## config.mk

```make
export PLATFORM = sky130hd
export DESIGN_NAME = s400_lamp_monitor_flat
export DESIGN_NICKNAME = d
export VERILOG_FILES = /design/src/rtl/s400_lamp_monitor_if.sv /design/src/rtl/s400_lamp_monitor.sv /design/src/flat_wrapper.sv
export SDC_FILE = /design/constraint.sdc
export NUM_CORES = 1
export LEC_CHECK = 0
export CORE_ASPECT_RATIO = 1.75
export CORE_MARGIN = 4
export CORE_UTILIZATION = 40
export CTS_BUF_LIST = sky130_fd_sc_hd__clkbuf_4 sky130_fd_sc_hd__clkbuf_8
export DETAILED_ROUTE_END_ITERATION = 8
export SETUP_SLACK_MARGIN = 0.02
export SYNTH_ARGS = -nofsm -noshare
export SYNTH_HDL_FRONTEND = slang
export SYNTH_SLANG_ARGS = --single-unit
```

## constraint.sdc

```tcl
create_clock -name CK -period 2.9 [get_ports CK]
set_input_delay 0.58 -clock CK [delete_from_list [all_inputs] [get_ports CK]]
set_output_delay 0.58 -clock CK [all_outputs]
set_load 0.02 [all_outputs]
```

## src/rtl/s400_lamp_monitor_if.sv

```systemverilog
// Lamp-monitor signal bundle: the six lamp drives plus FM/ACK towards the
// monitor, and the latched fault status back to the supervisory logic.
interface s400_lamp_monitor_if;
    logic       GRN1;
    logic       YLW1;
    logic       RED1;
    logic       GRN2;
    logic       YLW2;
    logic       RED2;
    logic       FM;
    logic       ACK;
    logic       FAULT;
    logic [2:0] FCODE;
    logic       FHEAD;
    logic       FLASH_REQ;
    logic [7:0] FCNT;

    modport master (
        output GRN1, YLW1, RED1, GRN2, YLW2, RED2, FM, ACK,
        input  FAULT, FCODE, FHEAD, FLASH_REQ, FCNT
    );

    modport slave (
        input  GRN1, YLW1, RED1, GRN2, YLW2, RED2, FM, ACK,
        output FAULT, FCODE, FHEAD, FLASH_REQ, FCNT
    );
endinterface

```

## src/rtl/s400_lamp_monitor.sv

```systemverilog
// Two-stage conflict/malfunction monitor for a two-head signal: samples the
// lamps, checks the signal discipline and latches the first fault with a code.
module s400_lamp_monitor #(
    parameter int YMIN     = 3,
    parameter int DARK_MAX = 4,
    parameter int CW       = 4
) (
    input  logic               CK,
    input  logic               CLR,
    s400_lamp_monitor_if.slave mon
);
    typedef enum logic [2:0] {ST_R, ST_G, ST_Y, ST_DARK, ST_MULTI} head_st_e;
    typedef enum logic [2:0] {
        FC_NONE     = 3'd0,
        FC_CONFLICT = 3'd1,
        FC_MULTI    = 3'd2,
        FC_DARK     = 3'd3,
        FC_SEQ      = 3'd4,
        FC_SHORT_Y  = 3'd5
    } fcode_e;

    localparam logic [CW-1:0] YMIN_C   = CW'(YMIN);
    localparam logic [CW-1:0] DARK_C   = CW'(DARK_MAX);
    localparam logic [CW-1:0] CNT_SAT  = '1;
    localparam logic [2:0]    LAMP_RED = 3'b001;  // lamp vectors are {G, Y, R}

    logic [2:0]    lamp_in [2];
    logic [2:0]    lamp_q  [2];
    logic          fm_q, fm_prev_q, fm_chg, seq_en;

    head_st_e      st      [2];
    head_st_e      trk_q   [2];
    head_st_e      trk_d   [2];
    logic [CW-1:0] ycnt_q  [2];
    logic [CW-1:0] ycnt_d  [2];
    logic [CW-1:0] dcnt_q  [2];
    logic [CW-1:0] dcnt_d  [2];
    logic [1:0]    multi_f, dark_f, seq_f, sy_f;

    logic          conflict, det, det_head;
    fcode_e        det_code;
    logic          fault_q, fault_d, fhead_q, fhead_d, flash_q;
    fcode_e        fcode_q, fcode_d;
    logic [7:0]    fcnt_q, fcnt_d;

    assign lamp_in[0] = {mon.GRN1, mon.YLW1, mon.RED1};
    assign lamp_in[1] = {mon.GRN2, mon.YLW2, mon.RED2};

    // NOTE: state registers use non-blocking assignments so every flop samples
    // the pre-edge value of every other flop, independent of statement order.
    always_ff @(posedge CK) begin
        if (CLR) begin
            lamp_q[0] <= LAMP_RED;
            lamp_q[1] <= LAMP_RED;
            fm_q      <= 1'b0;
            fm_prev_q <= 1'b0;
        end else begin
            lamp_q[0] <= lamp_in[0];
            lamp_q[1] <= lamp_in[1];
            fm_q      <= mon.FM;
            fm_prev_q <= fm_q;
        end
    end

    assign fm_chg = fm_q ^ fm_prev_q;
    assign seq_en = !fm_q && !fm_chg;

    // Flash forbids any green; normal mode forbids both heads showing go.
    assign conflict = fm_q ? (lamp_q[0][2] | lamp_q[1][2])
                           : ((lamp_q[0][2] | lamp_q[0][1]) & (lamp_q[1][2] | lamp_q[1][1]));

    // NOTE: every combinational output gets a default before any branch, so no
    // path leaves a signal unassigned and no latch is inferred.
    always_comb begin
        for (int h = 0; h < 2; h++) begin
            st[h]      = ST_MULTI;
            trk_d[h]   = trk_q[h];
            ycnt_d[h]  = ycnt_q[h];
            dcnt_d[h]  = '0;
            multi_f[h] = 1'b0;
            dark_f[h]  = 1'b0;
            seq_f[h]   = 1'b0;
            sy_f[h]    = 1'b0;

            case (lamp_q[h])
                3'b100:  st[h] = ST_G;
                3'b010:  st[h] = ST_Y;
                3'b001:  st[h] = ST_R;
                3'b000:  st[h] = ST_DARK;
                default: st[h] = ST_MULTI;
            endcase

            multi_f[h] = (st[h] == ST_MULTI);

            if (st[h] == ST_DARK) begin
                dcnt_d[h] = (dcnt_q[h] == CNT_SAT) ? dcnt_q[h] : dcnt_q[h] + 1'b1;
            end
            dark_f[h] = (st[h] == ST_DARK) && (dcnt_d[h] >= DARK_C);

            // Dark and multi samples are compared against the last real colour.
            seq_f[h] = seq_en && (st[h] inside {ST_R, ST_G, ST_Y}) && (st[h] != trk_q[h])
                       && !((trk_q[h] == ST_R && st[h] == ST_G)
                         || (trk_q[h] == ST_G && st[h] == ST_Y)
                         || (trk_q[h] == ST_Y && st[h] == ST_R));
            sy_f[h]  = seq_en && (trk_q[h] == ST_Y) && (st[h] == ST_R) && (ycnt_q[h] < YMIN_C);

            if (st[h] inside {ST_R, ST_G, ST_Y}) begin
                trk_d[h] = st[h];
            end

            if (fm_chg) begin
                ycnt_d[h] = '0;
            end else if (st[h] == ST_Y) begin
                if (trk_q[h] != ST_Y) begin
                    ycnt_d[h] = CW'(1);
                end else if (ycnt_q[h] != CNT_SAT) begin
                    ycnt_d[h] = ycnt_q[h] + 1'b1;
                end
            end
        end
    end

    always_comb begin
        det      = 1'b1;
        det_code = FC_NONE;
        det_head = 1'b0;
        if (conflict) begin
            det_code = FC_CONFLICT;
        end else if (multi_f[0]) begin
            det_code = FC_MULTI;
        end else if (multi_f[1]) begin
            det_code = FC_MULTI;
            det_head = 1'b1;
        end else if (seq_f[0]) begin
            det_code = FC_SEQ;
        end else if (seq_f[1]) begin
            det_code = FC_SEQ;
            det_head = 1'b1;
        end else if (sy_f[0]) begin
            det_code = FC_SHORT_Y;
        end else if (sy_f[1]) begin
            det_code = FC_SHORT_Y;
            det_head = 1'b1;
        end else if (dark_f[0]) begin
            det_code = FC_DARK;
        end else if (dark_f[1]) begin
            det_code = FC_DARK;
            det_head = 1'b1;
        end else begin
            det = 1'b0;
        end
    end

    always_comb begin
        fault_d = fault_q;
        fcode_d = fcode_q;
        fhead_d = fhead_q;
        fcnt_d  = fcnt_q;
        if (det && (!fault_q || mon.ACK)) begin
            fault_d = 1'b1;
            fcode_d = det_code;
            fhead_d = det_head;
            fcnt_d  = (fcnt_q == 8'hFF) ? fcnt_q : fcnt_q + 8'd1;
        end else if (fault_q && mon.ACK) begin
            fault_d = 1'b0;
            fcode_d = FC_NONE;
            fhead_d = 1'b0;
        end
    end

    always_ff @(posedge CK) begin
        if (CLR) begin
            for (int h = 0; h < 2; h++) begin
                trk_q[h]  <= ST_R;
                ycnt_q[h] <= '0;
                dcnt_q[h] <= '0;
            end
            fault_q <= 1'b0;
            fcode_q <= FC_NONE;
            fhead_q <= 1'b0;
            fcnt_q  <= 8'd0;
            flash_q <= 1'b0;
        end else begin
            for (int h = 0; h < 2; h++) begin
                trk_q[h]  <= trk_d[h];
                ycnt_q[h] <= ycnt_d[h];
                dcnt_q[h] <= dcnt_d[h];
            end
            fault_q <= fault_d;
            fcode_q <= fcode_d;
            fhead_q <= fhead_d;
            fcnt_q  <= fcnt_d;
            flash_q <= fault_d;
        end
    end

    assign mon.FAULT     = fault_q;
    assign mon.FCODE     = fcode_q;
    assign mon.FHEAD     = fhead_q;
    assign mon.FLASH_REQ = flash_q;
    assign mon.FCNT      = fcnt_q;
endmodule
```

## src/flat_wrapper.sv

```systemverilog
// flat-port wrapper written by rule: the top's interface ports become plain ports
module s400_lamp_monitor_flat 
#(
    parameter int YMIN     = 3,
    parameter int DARK_MAX = 4,
    parameter int CW       = 4
)
  (CK, CLR, mon_GRN1, mon_YLW1, mon_RED1, mon_GRN2, mon_YLW2, mon_RED2, mon_FM, mon_ACK, mon_FAULT, mon_FCODE, mon_FHEAD, mon_FLASH_REQ, mon_FCNT);
  s400_lamp_monitor_if mon_i ();
  input  logic CK;
  input  logic CLR;
  input wire logic [$bits(mon_i.GRN1)-1:0] mon_GRN1;
  input wire logic [$bits(mon_i.YLW1)-1:0] mon_YLW1;
  input wire logic [$bits(mon_i.RED1)-1:0] mon_RED1;
  input wire logic [$bits(mon_i.GRN2)-1:0] mon_GRN2;
  input wire logic [$bits(mon_i.YLW2)-1:0] mon_YLW2;
  input wire logic [$bits(mon_i.RED2)-1:0] mon_RED2;
  input wire logic [$bits(mon_i.FM)-1:0] mon_FM;
  input wire logic [$bits(mon_i.ACK)-1:0] mon_ACK;
  output wire logic [$bits(mon_i.FAULT)-1:0] mon_FAULT;
  output wire logic [$bits(mon_i.FCODE)-1:0] mon_FCODE;
  output wire logic [$bits(mon_i.FHEAD)-1:0] mon_FHEAD;
  output wire logic [$bits(mon_i.FLASH_REQ)-1:0] mon_FLASH_REQ;
  output wire logic [$bits(mon_i.FCNT)-1:0] mon_FCNT;
  assign mon_i.GRN1 = mon_GRN1;
  assign mon_i.YLW1 = mon_YLW1;
  assign mon_i.RED1 = mon_RED1;
  assign mon_i.GRN2 = mon_GRN2;
  assign mon_i.YLW2 = mon_YLW2;
  assign mon_i.RED2 = mon_RED2;
  assign mon_i.FM = mon_FM;
  assign mon_i.ACK = mon_ACK;
  assign mon_FAULT = mon_i.FAULT;
  assign mon_FCODE = mon_i.FCODE;
  assign mon_FHEAD = mon_i.FHEAD;
  assign mon_FLASH_REQ = mon_i.FLASH_REQ;
  assign mon_FCNT = mon_i.FCNT;
  s400_lamp_monitor #(.YMIN(YMIN), .DARK_MAX(DARK_MAX), .CW(CW)) u_core (.CK(CK), .CLR(CLR), .mon(mon_i));
endmodule
```

# == Word level (Yosys, flattened, before mapping) ==
# Memory sizes are Yosys's and may differ from the RTL's.
# Index checks and enable logic that the tools add are counted.
# op_classes
add_sub_neg,5
magnitude_cmp,4
eq_ne,27
muxes,59
bitwise_logic,14
n_reduce_logical,43
# ops
op,n
two-way mux 4 bit,16
two-way mux 3 bit,16
equality test 3 x 2 -> 1 bit (second input constant),8
two-way mux 1 bit,24
case mux 3 bit (4 select lines),2
logical AND 1 bit,23
equality test 3 x 1 -> 1 bit (second input constant),6
zero test 3 bit,6
adder 4 x 1 -> 4 bit (second input constant),4
equality test 3 bit (second input constant),4
bitwise OR 1 bit,11
adder 8 x 1 -> 8 bit (second input constant),1
equality test 4 bit (second input constant),2
equality test 8 bit (second input constant),1
greater-or-equal comparator 4 x 3 -> 1 bit (second input constant),2
less-than comparator 4 x 2 -> 1 bit (second input constant),2
!= test 4 bit (second input constant),2
!= test 3 x 2 -> 1 bit (second input constant),2
!= test 3 bit,2
nonzero test 3 bit,2
zero test 1 bit,5
logical OR 1 bit,5
two-way mux 2 bit,1
AND reduction 2 bit,1
4 further kinds,4
# totals
register_bits,15
ramBits,28
wordCells,162
n_memories,4
# memory_table
name,words,width,rd,rd_clocked_by_memory_dff,wr,line_no,source
u_core.dcnt_q,2,4,2,0,2,s400_lamp_monitor.sv:36,logic [CW-1:0] dcnt_q [2];
u_core.ycnt_q,2,4,2,0,2,s400_lamp_monitor.sv:34,logic [CW-1:0] ycnt_q [2];
u_core.lamp_q,2,3,2,0,2,s400_lamp_monitor.sv:28,logic [2:0] lamp_q [2];
u_core.trk_q,2,3,2,0,2,s400_lamp_monitor.sv:32,head_st_e trk_q [2];

# == Longest topological paths before layout ==
# Gate-level depths: netlist of the first run.
# An unclocked memory read counts as a cell.
# logic_depth
depth_word,18
mapped_depth,9
depth_no_buf,9

# == Worst setup path after synthesis of the first run ==
# Ideal clock, no wire load.
# synth_path
kind,register to register
start,"mem u_core.dcnt_q[1][0], in the netlist u_core.dcnt_q[0][4]"
end,"reg u_core.fcnt_q[4], in the netlist u_core.mon.FCNT[4]"
setup_time_ps,70
arrival_ps,2127
setup_slack_ps,702
path_stages_with_launch,9
n_path_buf,0
synth_period_minus_slack_ps,2198
path_cell_list,dfxtp_1 > ha_1 > and3b_1 > a2111o_1 > nand4_2 > or2_4 > o21ai_4 > or4_1 > a21oi_1
# synth_lines
item,line_no,source
"start, declared",s400_lamp_monitor.sv:36,
"end signal, assigned",s400_lamp_monitor.sv:192,fcnt_q <= fcnt_d;
"end, declared",s400_lamp_monitor.sv:44,"logic [7:0] fcnt_q, fcnt_d;"

==> results of run 1 <==
-- cell families (layout without fill, tap and decap cells) --
logic type                 Yosys count  in the layout  synth area share (%)
AOI/OAI and AO/OA                   79             79                  23.1
xor gates and xnor gates             8              8                  2.92
adders and majority gates            6              6                  3.12
buffers and inverters               20             39                  4.16
DFF                                 43             43                  35.8
muxes                                7              7                  3.23
and+or+nand+nor                    119            119                  27.7
-- Yosys cell counts, types with 3 or more instances --
cell type	instances
sky130_fd_sc_hd__and3_1	4
sky130_fd_sc_hd__nor3b_1	3
sky130_fd_sc_hd__buf_2	5
sky130_fd_sc_hd__o21ai_0	16
sky130_fd_sc_hd__nand2b_1	7
sky130_fd_sc_hd__o211ai_1	3
sky130_fd_sc_hd__nor2_1	28
sky130_fd_sc_hd__or2_2	4
sky130_fd_sc_hd__nor2b_1	10
sky130_fd_sc_hd__mux2i_1	4
sky130_fd_sc_hd__or3_1	5
sky130_fd_sc_hd__inv_1	6
sky130_fd_sc_hd__clkbuf_1	6
sky130_fd_sc_hd__a21oi_1	19
sky130_fd_sc_hd__nor3_1	12
sky130_fd_sc_hd__nand2_1	14
sky130_fd_sc_hd__ha_1	6
sky130_fd_sc_hd__and3b_1	4
sky130_fd_sc_hd__xnor2_1	5
sky130_fd_sc_hd__nand3_1	10
sky130_fd_sc_hd__a211oi_1	5
sky130_fd_sc_hd__xor2_1	3
sky130_fd_sc_hd__dfxtp_1	43
sky130_fd_sc_hd__a31oi_1	6
sky130_fd_sc_hd__a311oi_1	3
sky130_fd_sc_hd__a22oi_1	3
-- cell type report --
cell class / instances / area, um^2
tap: 78 / 97.6
timing repair buffer: 25 / 245
fill: 594 / 3090
clock inverter: 2 / 35.0
multi-input combinational: 219 / 1440
inverter: 6 / 22.5
sequential: 43 / 861
clock buffer: 6 / 82.6
-- state kept, by name (all words and copies together), names as in the netlist --
signal,count
u_core.mon.FCODE,3
u_core.ycnt_q,8
u_core.trk_q,6
u_core.dcnt_q,8
u_core.fm_prev_q,1
u_core.mon.FCNT,8
u_core.lamp_q,6
u_core.fm_q,1
u_core.mon.FAULT,1
u_core.mon.FHEAD,1
-- per-stage QoR --
| stage | area, um^2 | power (uW) | hold slack (ns) | std cells | setup slack [ns] |
|---|---|---|---|---|---|
| 2_1_floorplan | 2400 | 802 | 0.458 | 282 | 0.702 |
| 3_3_place_gp | 2670 | 870 | 0.474 | 371 | 0.473 |
| 3_5_place_dp | 2670 | 872 | 0.468 | 371 | 0.418 |
| 4_1_cts | 2790 | 1360 | 0.490 | 379 | 0.399 |
| 5_1_grt | 2790 | 1410 | 0.509 | 379 | 0.254 |
| 6_report | 2790 | 1350 | 0.483 | 379 | 0.417 |
-- metal layers --
| layer | routed length [um] | global-route usage, % |
|---|---|---|
| met5 | 0 | 0 |
| met3 | 126 | 2.64 |
| met4 | 82 | 6.11 |
| met2 | 2920 | 27.4 |
| met1 | 2240 | 18.4 |
-- power breakdown --
group	total (uW)	internal [uW]	switching, uW
registers	648	612	36.2
clock network	489	279	210
logic	209	103	106
total	1350	993	353
-- final timing paths --
path | from | to | slack (ns) | depth (start not counted)
setup / recovery | u_core.lamp_q[0][5] | u_core.mon.FCNT[0] | 0.42 | 7
hold / removal | u_core.mon.FCODE[1] | u_core.mon.FCODE[1] | 0.48 | 2
setup reg to reg | u_core.lamp_q[0][5] | u_core.mon.FCNT[0] | 0.42 | 7
hold reg to reg | u_core.mon.FCODE[1] | u_core.mon.FCODE[1] | 0.48 | 2
-- critical path, cell delays in order, from the launching register on --
cell	delay, ns
sky130_fd_sc_hd__dfxtp_1	0.75
sky130_fd_sc_hd__or3b_1	0.20
sky130_fd_sc_hd__a21oi_1	0.06
sky130_fd_sc_hd__o311ai_1	0.36
sky130_fd_sc_hd__a21bo_4	0.31
sky130_fd_sc_hd__o21ai_4	0.28
sky130_fd_sc_hd__a31oi_2	0.10
sky130_fd_sc_hd__mux2_4	0.32
==> impl_summary.md, run 1 <==
Outcome
The run finished with clean final reports.

Drt
The count of routing violations after the opening detailed-route iteration is 108. The sum of routed wire length over all layers is 5360 um. The via count is 2131. The average routed wire per standard cell is 14.1 um. The total DRC errors in the routed layout is 0. The count of nets left with antenna violations once routing finished came out at 0. Using the TritonRoute via totals, the vias-per-cell ratio works out to 5.62. The pre-antenna-repair detailed-routing pass consisted of 4 iterations.

STA
Setup repair after global routing left no endpoint under its margin. The hold violation total from the final report is 0. For the finished layout, the period the worst path requires is 2.48 ns. The worst-case headroom to the max-slew limit is 55.8%. Setup violations remaining at the end of the flow were counted as 0. In the finished design, the share of the clock period the worst path needs comes to 85.6%. The setup TNS after final layout is 0 ns. The clock tree skew after final layout is 0.00583 ns. The number of max-slew violations in the final report is 0. The measured slew at the worst slew-check pin is 0.663 ns. The fmax is 403 MHz.

CTS
The worst-skew pair later-pin latency is 0.30 ns. In this run, CTS created clock tree buffers numbering 5. Post-CTS timing repair inserted 0 buffers for setup.

After clock tree synthesis, the flow added hold-fix buffers numbering 0. The maximum buffer depth of the clock tree is 2. The clock transition at the registers of the reported paths is 0.08 ns. In this run the number of H-tree levels came out at 2. The clock sink count is 43. TritonCTS built the clock tree. The post-CTS resize count is 0. The buffer type at the clock tree root is sky130_fd_sc_hd__clkbuf_8.

Finish
The library cell used most frequently in the layout, excluding fill and tap cells, is sky130_fd_sc_hd__dfxtp_1. The number of antenna diodes is 0. The ratio of cells with drive above 1 in the final layout is 8.64%. The utilization after layout is 47.4%. In the layout the commonest cells are sky130_fd_sc_hd__dfxtp_1 (43), sky130_fd_sc_hd__nor2_1 (28), sky130_fd_sc_hd__clkdlybuf4s50_1 (23), sky130_fd_sc_hd__a21oi_1 (19), sky130_fd_sc_hd__o21ai_0 (16). The net count of the finished layout is 316. The area growth from synthesis to layout is 15.9%.

Worst setup path
The sort of element at the end of the critical path is a flop. The data arrival time of the worst path is 2.68 ns. The largest driver fanout on the critical path is 22. The element type at the critical path start is a flop. For the worst setup path, the data required time is 3.09 ns. The critical path start-end classification is reg -> reg.

Synthesis
The post-synthesis instance area is 0.00240 mm^2. A synthesized cell averages 8.52 um^2. Counting every instance in the synthesized netlist gives 282. For this run, asynchronously set or reset flops after synthesis account for 0%.

The sequential element share of the synthesized area is 35.8%. The dominant synthesized flop cell is sky130_fd_sc_hd__dfxtp_1. The library cell with the largest summed area after synthesis is sky130_fd_sc_hd__dfxtp_1. The count of cell types in the netlist is 65. By area the synthesized netlist is led by sky130_fd_sc_hd__dfxtp_1 (36%), sky130_fd_sc_hd__nor2_1 (4.4%), sky130_fd_sc_hd__a21oi_1 (4.0%).

Yosys mapped a number of flops with a built-in enable equal to 0. The number of nets produced by synthesis is 298. The number of flip-flops and latches in the synthesized netlist is 43. In this run the biggest area consumer among cell types represents 35.8% of the synthesized area.

Yosys printed 0 warnings.

Min path
The class of the tightest hold or removal check is reg -> reg.

Floorplan
The initialized floorplan defines 37 standard-cell rows. The floorplan step defined a die boundary enclosing 0.00736 mm^2. The top-level I/O count is 24.

The die height is 111 um. The core region area is 0.00588 mm^2. The die is 66.6 um wide. The initial core utilization is 40.9%.

Global routing
The maximum number of pins on one net before global-route repair is 23. Summed over all layers, the global routing overflow is 0. The via count of the first global-routing pass is 2056. The number of antenna violations at the first check in global routing is 0. The first global-routing pass estimated 9340 um of wire. The global router's overall resource usage is 15.7%.

Power and ir drop
The static power due to leakage is 0.000986 uW. Dividing total power by cell area gives a power density of 483 mW/mm^2. VDD sags by at most 235 uV.

Job
Across the run, the number of max-cap violations was 0.

Placed design
The congestion estimate from routability-driven global placement came to 0.788. The detailed placement HPWL is 3970 um. The count of input and output buffers is 23.
No activity file was read; power rests on OpenSTA's default activity.
==> run 2: changes to the inputs <==
--- a/config.mk
+++ b/config.mk
@@ -11,6 +11,7 @@
 export CTS_BUF_LIST = sky130_fd_sc_hd__clkbuf_4 sky130_fd_sc_hd__clkbuf_8
 export DETAILED_ROUTE_END_ITERATION = 8
 export SETUP_SLACK_MARGIN = 0.02
+export SKIP_CTS_REPAIR_TIMING = 1
 export SYNTH_ARGS = -nofsm -noshare
 export SYNTH_HDL_FRONTEND = slang
 export SYNTH_SLANG_ARGS = --single-unit
==> results of run 2 <==
Final layout, timing and power as in run 1 (identical DEF).
